--- config.mk ---
export PLATFORM = sky130hd
export DESIGN_NAME = ptw_mem_responder
export DESIGN_NICKNAME = d
export VERILOG_FILES = /design/src/rtl/ptw_mem_responder.sv
export SDC_FILE = /design/constraint.sdc
export NUM_CORES = 1
export LEC_CHECK = 0
export ABC_AREA = 1
export BUFFER_PORTS_ARGS = -buffer_cell sky130_fd_sc_hd__buf_2
export CAP_MARGIN = 20
export CORE_AREA = 2 2 229 231
export DETAILED_ROUTE_END_ITERATION = 10
export DIE_AREA = 0 0 231 233
export SLEW_MARGIN = 20
export SYNTH_ARGS = -nofsm -noshare
export SYNTH_HDL_FRONTEND = slang
export SYNTH_SLANG_ARGS = --single-unit
--- constraint.sdc ---
create_clock -name clk -period 1.8 [get_ports clk]
set_input_delay 0.27 -clock clk [delete_from_list [all_inputs] [get_ports clk]]
set_output_delay 0.27 -clock clk [all_outputs]
set_load 0.01 [all_outputs]
--- src/rtl/ptw_mem_responder.sv ---
// rtl/ptw_mem_responder.sv - PTE read / A-D mark responder for the page-table walker (optional line buffer: PTW_LINE_BUF_EN)
module ptw_mem_responder #(
    parameter int PA_WIDTH = 32,
    parameter int A_BIT    = 6,
    parameter int D_BIT    = 7
) (
    input  logic                clk,
    input  logic                reset,
    input  logic                walk_req_valid,
    input  logic [PA_WIDTH-1:0] walk_req_addr,
    output logic                walk_rsp_valid,
    output logic [63:0]         walk_rsp_data,
    output logic [127:0]        walk_rsp_cacheline,
    input  logic                mark_valid,
    input  logic                mark_accessed,
    input  logic                mark_dirty,
    input  logic [63:0]         mark_addr,
    output logic                mark_rsp_valid,
    output logic                mem_valid,
    output logic [PA_WIDTH-1:0] mem_addr,
    output logic                mem_store,
    output logic [127:0]        mem_wdata,
    input  logic                mem_ack,
    input  logic [127:0]        mem_rdata,
    output logic                proto_err
);

    typedef enum logic [2:0] {
        IDLE,
        RD_ISSUE,
        RD_WAIT,
        MK_ISSUE,
        MK_WAIT,
        MK_MODIFY,
        WR_ISSUE,
        WR_WAIT
    } state_t;

    state_t              state_q, state_d;
    logic [PA_WIDTH-1:0] addr_q, addr_d;
    logic                acc_q, acc_d;
    logic                dirty_q, dirty_d;
    logic [127:0]        line_q, line_d;

    // Mark request parked behind a walk (or arriving while busy)
    logic                pend_q, pend_d;
    logic [PA_WIDTH-1:0] pend_addr_q, pend_addr_d;
    logic                pend_acc_q, pend_acc_d;
    logic                pend_dirty_q, pend_dirty_d;

    logic                walk_rsp_valid_q, walk_rsp_valid_d;
    logic [63:0]         walk_rsp_data_q, walk_rsp_data_d;
    logic [127:0]        walk_rsp_line_q, walk_rsp_line_d;
    logic                mark_rsp_valid_q, mark_rsp_valid_d;
    logic                proto_err_q, proto_err_d;

    logic [63:0]         old_dword;
    logic [63:0]         set_mask;
    logic [63:0]         new_dword;
    logic [127:0]        mod_line;
    logic                rd_hit;
    logic                in_mem_state;

`ifdef PTW_LINE_BUF_EN
    logic                buf_valid_q, buf_valid_d;
    logic [PA_WIDTH-5:0] buf_tag_q, buf_tag_d;
    logic [127:0]        buf_line_q, buf_line_d;

    assign rd_hit = (state_q == RD_ISSUE) && buf_valid_q
                    && (buf_tag_q == addr_q[PA_WIDTH-1:4]);
`else
    assign rd_hit = 1'b0;
`endif

    // Read-modify-write of the selected PTE dword; A is implied by D
    assign old_dword = addr_q[3] ? line_q[127:64] : line_q[63:0];
    assign set_mask  = (64'(acc_q | dirty_q) << A_BIT) | (64'(dirty_q) << D_BIT);
    assign new_dword = old_dword | set_mask;
    assign mod_line  = addr_q[3] ? {new_dword, line_q[63:0]} : {line_q[127:64], new_dword};

    assign in_mem_state = (state_q == RD_ISSUE) || (state_q == RD_WAIT)
                       || (state_q == MK_ISSUE) || (state_q == MK_WAIT)
                       || (state_q == WR_ISSUE) || (state_q == WR_WAIT);

    assign mem_valid          = in_mem_state && !rd_hit;
    assign mem_store          = (state_q == WR_ISSUE) || (state_q == WR_WAIT);
    assign mem_addr           = {addr_q[PA_WIDTH-1:4], 4'b0000};
    assign mem_wdata          = line_q;
    assign walk_rsp_valid     = walk_rsp_valid_q;
    assign walk_rsp_data      = walk_rsp_data_q;
    assign walk_rsp_cacheline = walk_rsp_line_q;
    assign mark_rsp_valid     = mark_rsp_valid_q;
    assign proto_err          = proto_err_q;

    // Byte offset within the dword and upper mark address bits are don't-care
    logic unused_bits;
    assign unused_bits = ^{mark_addr[63:PA_WIDTH], addr_q[2:0]};

    // Next-state, request capture, response and mark bookkeeping
    always_comb begin
        state_d          = state_q;
        addr_d           = addr_q;
        acc_d            = acc_q;
        dirty_d          = dirty_q;
        line_d           = line_q;
        pend_d           = pend_q;
        pend_addr_d      = pend_addr_q;
        pend_acc_d       = pend_acc_q;
        pend_dirty_d     = pend_dirty_q;
        walk_rsp_valid_d = 1'b0;
        walk_rsp_data_d  = walk_rsp_data_q;
        walk_rsp_line_d  = walk_rsp_line_q;
        mark_rsp_valid_d = 1'b0;
        proto_err_d      = proto_err_q;
`ifdef PTW_LINE_BUF_EN
        buf_valid_d      = buf_valid_q;
        buf_tag_d        = buf_tag_q;
        buf_line_d       = buf_line_q;
`endif

        if (state_q == IDLE) begin
            if (walk_req_valid) begin
                addr_d  = walk_req_addr;
                state_d = RD_ISSUE;
                if (mark_valid) begin
                    if (pend_q) begin
                        proto_err_d = 1'b1;
                    end else begin
                        pend_d       = 1'b1;
                        pend_addr_d  = mark_addr[PA_WIDTH-1:0];
                        pend_acc_d   = mark_accessed;
                        pend_dirty_d = mark_dirty;
                    end
                end
            end else if (pend_q) begin
                addr_d  = pend_addr_q;
                acc_d   = pend_acc_q;
                dirty_d = pend_dirty_q;
                pend_d  = 1'b0;
                state_d = MK_ISSUE;
                if (mark_valid) begin
                    pend_d       = 1'b1;
                    pend_addr_d  = mark_addr[PA_WIDTH-1:0];
                    pend_acc_d   = mark_accessed;
                    pend_dirty_d = mark_dirty;
                end
            end else if (mark_valid) begin
                addr_d  = mark_addr[PA_WIDTH-1:0];
                acc_d   = mark_accessed;
                dirty_d = mark_dirty;
                state_d = MK_ISSUE;
            end
        end else begin
            if (walk_req_valid) begin
                proto_err_d = 1'b1;
            end
            if (mark_valid) begin
                if (pend_q) begin
                    proto_err_d = 1'b1;
                end else begin
                    pend_d       = 1'b1;
                    pend_addr_d  = mark_addr[PA_WIDTH-1:0];
                    pend_acc_d   = mark_accessed;
                    pend_dirty_d = mark_dirty;
                end
            end
        end

        case (state_q)
            RD_ISSUE, RD_WAIT: begin
`ifdef PTW_LINE_BUF_EN
                if (rd_hit) begin
                    walk_rsp_valid_d = 1'b1;
                    walk_rsp_line_d  = buf_line_q;
                    walk_rsp_data_d  = addr_q[3] ? buf_line_q[127:64] : buf_line_q[63:0];
                    state_d          = IDLE;
                end else
`endif
                if (mem_ack) begin
                    walk_rsp_valid_d = 1'b1;
                    walk_rsp_line_d  = mem_rdata;
                    walk_rsp_data_d  = addr_q[3] ? mem_rdata[127:64] : mem_rdata[63:0];
                    state_d          = IDLE;
`ifdef PTW_LINE_BUF_EN
                    buf_valid_d      = 1'b1;
                    buf_tag_d        = addr_q[PA_WIDTH-1:4];
                    buf_line_d       = mem_rdata;
`endif
                end else begin
                    state_d = RD_WAIT;
                end
            end
            MK_ISSUE, MK_WAIT: begin
                if (mem_ack) begin
                    line_d  = mem_rdata;
                    state_d = MK_MODIFY;
                end else begin
                    state_d = MK_WAIT;
                end
            end
            MK_MODIFY: begin
                if (new_dword == old_dword) begin
                    mark_rsp_valid_d = 1'b1;
                    state_d          = IDLE;
                end else begin
                    line_d  = mod_line;
                    state_d = WR_ISSUE;
                end
            end
            WR_ISSUE, WR_WAIT: begin
                if (mem_ack) begin
                    mark_rsp_valid_d = 1'b1;
                    state_d          = IDLE;
`ifdef PTW_LINE_BUF_EN
                    if (buf_valid_q && (buf_tag_q == addr_q[PA_WIDTH-1:4])) begin
                        buf_line_d = line_q;
                    end
`endif
                end else begin
                    state_d = WR_WAIT;
                end
            end
            default: ;
        endcase
    end

    // State and datapath registers; reset abandons any in-flight operation
    always_ff @(posedge clk) begin
        if (reset) begin
            state_q          <= IDLE;
            addr_q           <= '0;
            acc_q            <= 1'b0;
            dirty_q          <= 1'b0;
            line_q           <= '0;
            pend_q           <= 1'b0;
            pend_addr_q      <= '0;
            pend_acc_q       <= 1'b0;
            pend_dirty_q     <= 1'b0;
            walk_rsp_valid_q <= 1'b0;
            walk_rsp_data_q  <= '0;
            walk_rsp_line_q  <= '0;
            mark_rsp_valid_q <= 1'b0;
            proto_err_q      <= 1'b0;
        end else begin
            state_q          <= state_d;
            addr_q           <= addr_d;
            acc_q            <= acc_d;
            dirty_q          <= dirty_d;
            line_q           <= line_d;
            pend_q           <= pend_d;
            pend_addr_q      <= pend_addr_d;
            pend_acc_q       <= pend_acc_d;
            pend_dirty_q     <= pend_dirty_d;
            walk_rsp_valid_q <= walk_rsp_valid_d;
            walk_rsp_data_q  <= walk_rsp_data_d;
            walk_rsp_line_q  <= walk_rsp_line_d;
            mark_rsp_valid_q <= mark_rsp_valid_d;
            proto_err_q      <= proto_err_d;
        end
    end

`ifdef PTW_LINE_BUF_EN
    // One-entry line buffer, invalidated by reset
    always_ff @(posedge clk) begin
        if (reset) begin
            buf_valid_q <= 1'b0;
            buf_tag_q   <= '0;
            buf_line_q  <= '0;
        end else begin
            buf_valid_q <= buf_valid_d;
            buf_tag_q   <= buf_tag_d;
            buf_line_q  <= buf_line_d;
        end
    end
`endif

endmodule

==> run summary <==
Clock Tree Root - clkbuf_16
Yosys reg bits - 389
Switching Share - 35.8%
Netlist cell types - 23
Int Pwr - 18.5 mW
Setup TNS Final - 0 ns
count of final hold-check violations - 0
fin nets - 3320
total vias in the final route - 19200
Post-Synth Simple-Gate Area - 30.9%
CP endpoint kind - output pin
outcome - complete, no violations
global-route wire length before repair - 103000 µm
Crit path top cell by count - nand2_1
CP Launch Type - flip-flop
Synth Area in Compound Gates - 13.5%
Crit path max-delay family - simple AND/OR/NAND/NOR gates
CP max-delay cell - dfxtp_2
cells after synthesis - 2517
Mapped Area - 17100 µm²
area grow syn2layout - 37.3%
Power, Total - 28.8 mW
share of cells above drive strength 1 - 22.7%
critical path cell sequence - nor2_4 -> nand2_4 -> nand2_1 -> nand2_1 -> buf_2
initial antenna violation count - 4
total of max-cap violations - 0
gp weighted congestion - 0.868
Fin Hold WS - 0.0287 ns
drt wl/cell - 18.1 µm
Synth area leader - dfxtp_1
grt total ovfl - 0
Die Width - 231 µm
Post-synth EDFFs - 0
critical path class - flip-flop to output pin
htree depth - 2
Pwr per Cell Area - 1230 nW/µm²
Synth area leaders - dfxtp_1 (46%), nand2_1 (17%), nand3_1 (10%)
count leader, synth - nand2_1
vias in the first global route - 18000
largest family of logic cells by synthesized area - simple AND/OR/NAND/NOR gates
RSZ-0062 raised after global routing - no
TritonCTS Sinks - 389
clock slew at reported path FFs - 0.06 ns
Setup Skew - 0.0205 ns
max incr delay on CP - 0.36 ns
initial core utilization - 33.5%
drt first pass iters - 5
Final Slew Violations - 0
initial DRC count - 1465
multiplexer share of the synthesized area - 0.117%
Seq/Total Area, Yosys - 45.6%
routed wire length - 68900 µm
Achievable Freq - 581 MHz
Final ANT Viol Nets - 0
Max VDD drop - 0.000648 V
Synth Area in Adders - 0%
top cells by count, synth - nand2_1 (761), dfxtp_1 (389), nand3_1 (355)
post-CTS setup buffers - 0
IO Port Bufs - 545
total CTS buffers - 45
Yosys warnings - 0
synthesized area per cell - 6.79 µm²
clock power share - 31.4%
Critical Path RT - 1.53 ns
Bufs on Longest Clock Path - 3
Avg Vias per Cell - 5.04
part of the power in registers - 37.1%
fraction of registers with async set/reset - 0%
WP data arrival - 1.45 ns
largest net degree at the start of global routing - 92
All-Layer GR Usage - 24.2%
Worst Path Buf+Inv - 1
worst hold path class - input port to flip-flop
DIE AREA - 53800 µm²
Synth top area share - 45.6%
Final HPWL DP - 45900 µm
area of the core - 51100 µm²
ys flop type - dfxtp_1
Crit Path Max Fanout - 5
Final Setup Violations - 0
Logic pwr share - 31.5%
fin crit period - 1.72 ns
io pins - 588
leak pwr - 11.0 nW
XOR/XNOR Fraction of Synth Area - 0%
Post-route DRC - 0
CTS tree - done
post-route clock period utilization - 95.7%
num rows - 83
clock latency on the worst-skew pair - 0.58 ns
NetSw - 10.3 mW
Die H - 233 µm
-- what timing repair did --
item                       4_1_cts  5_1_grt
gates resized for setup          8        4
cloned                           0        1
hold endpoints to repair       206        0
hold buffers                   155        0
setup endpoints to repair        2       31
-- layout make-up --
| class | instances | area, µm² |
|---|---|---|
| inverters | 149 | 562 |
| multi-input cells | 1744 | 7720 |
| repair buffers | 760 | 5100 |
| flip-flops and latches | 389 | 7790 |
| fillers | 5129 | 27600 |
| clock buffers | 63 | 1280 |
| diodes | 2 | 5.00 |
| clock inverters | 15 | 158 |
| well taps | 680 | 851 |
-- power groups by stage --
stage	clock network (mW)	registers, mW	logic, mW
after floorplan	0	11.1	5.00
after global placement	0	10.8	8.52
after detailed placement	0	10.8	8.67
after CTS	9.24	10.7	8.99
after global routing	9.58	10.8	9.99
final	9.05	10.7	9.07
-- cell usage in the layout, fill, tap and decap left out, types with 9 or more instances in the layout --
master           n
nand2_1        754
dlygate4sd3_1  155
buf_4           32
a21oi_1        353
dfxtp_1        385
o21ai_0        100
nor2_1         148
buf_2          543
buf_12          27
clkbuf_16       46
inv_1          141
clkbuf_1         9
nand3_1        354
clkbuf_8        10
-- tightest hold or removal path: cells and delay by family --
kind / cells / cell delay, ns
buf+inv: 1 / 0.14
simple gates: 1 / 0.09
compound gates: 1 / 0.06
-- final timing paths --
| kind | slack (ns) | startpoint | cells after the start | end |
|---|---|---|---|---|
| worst min register to register | 0.46 | walk_rsp_cacheline[122] | 2 | walk_rsp_cacheline[122] |
| worst max-delay path | 0.08 | state_q[0] | 5 | mem_valid |
| worst min-delay path | 0.03 | mem_rdata[95] | 3 | walk_rsp_cacheline[95] |
| worst max register to register | 0.16 | state_q[2] | 6 | walk_rsp_cacheline[43] |
-- routing by layer --
metal	GRT usage (%)	wire, µm
met1	30.3	28500
met2	40.6	32300
met3	5.34	5610
met4	9.27	2560
met5	0	21
-- state kept, by name, summed over array words and instances, names as in the netlist --
signal	flops
mem_wdata	128
pend_q	1
pend_addr_q	29
walk_rsp_data	64
addr_q	29
proto_err	1
dirty_q	1
acc_q	1
walk_rsp_valid	1
mark_rsp_valid	1
pend_acc_q	1
walk_rsp_cacheline	128
state_q	3
pend_dirty_q	1
-- logic make-up after synthesis --
kind of cell / Yosys count
other cells: 1
buf+inv: 387
simple gates: 1278
compound gates: 460
flops: 389
mux: 2
-- through the flow --
step	worst slack [ns]	instance area [µm²]	cells	util [%]
floorplan	0.288	17100	2520	-
global placement	0.0314	20400	3566	39.9
detailed placement	0.0183	20400	3566	39.9
CTS	0.0220	23400	3799	45.8
global route	0.0133	23500	3801	45.9
finish	0.0780	23500	3802	45.9
No activity file was read; power rests on OpenSTA's default activity.
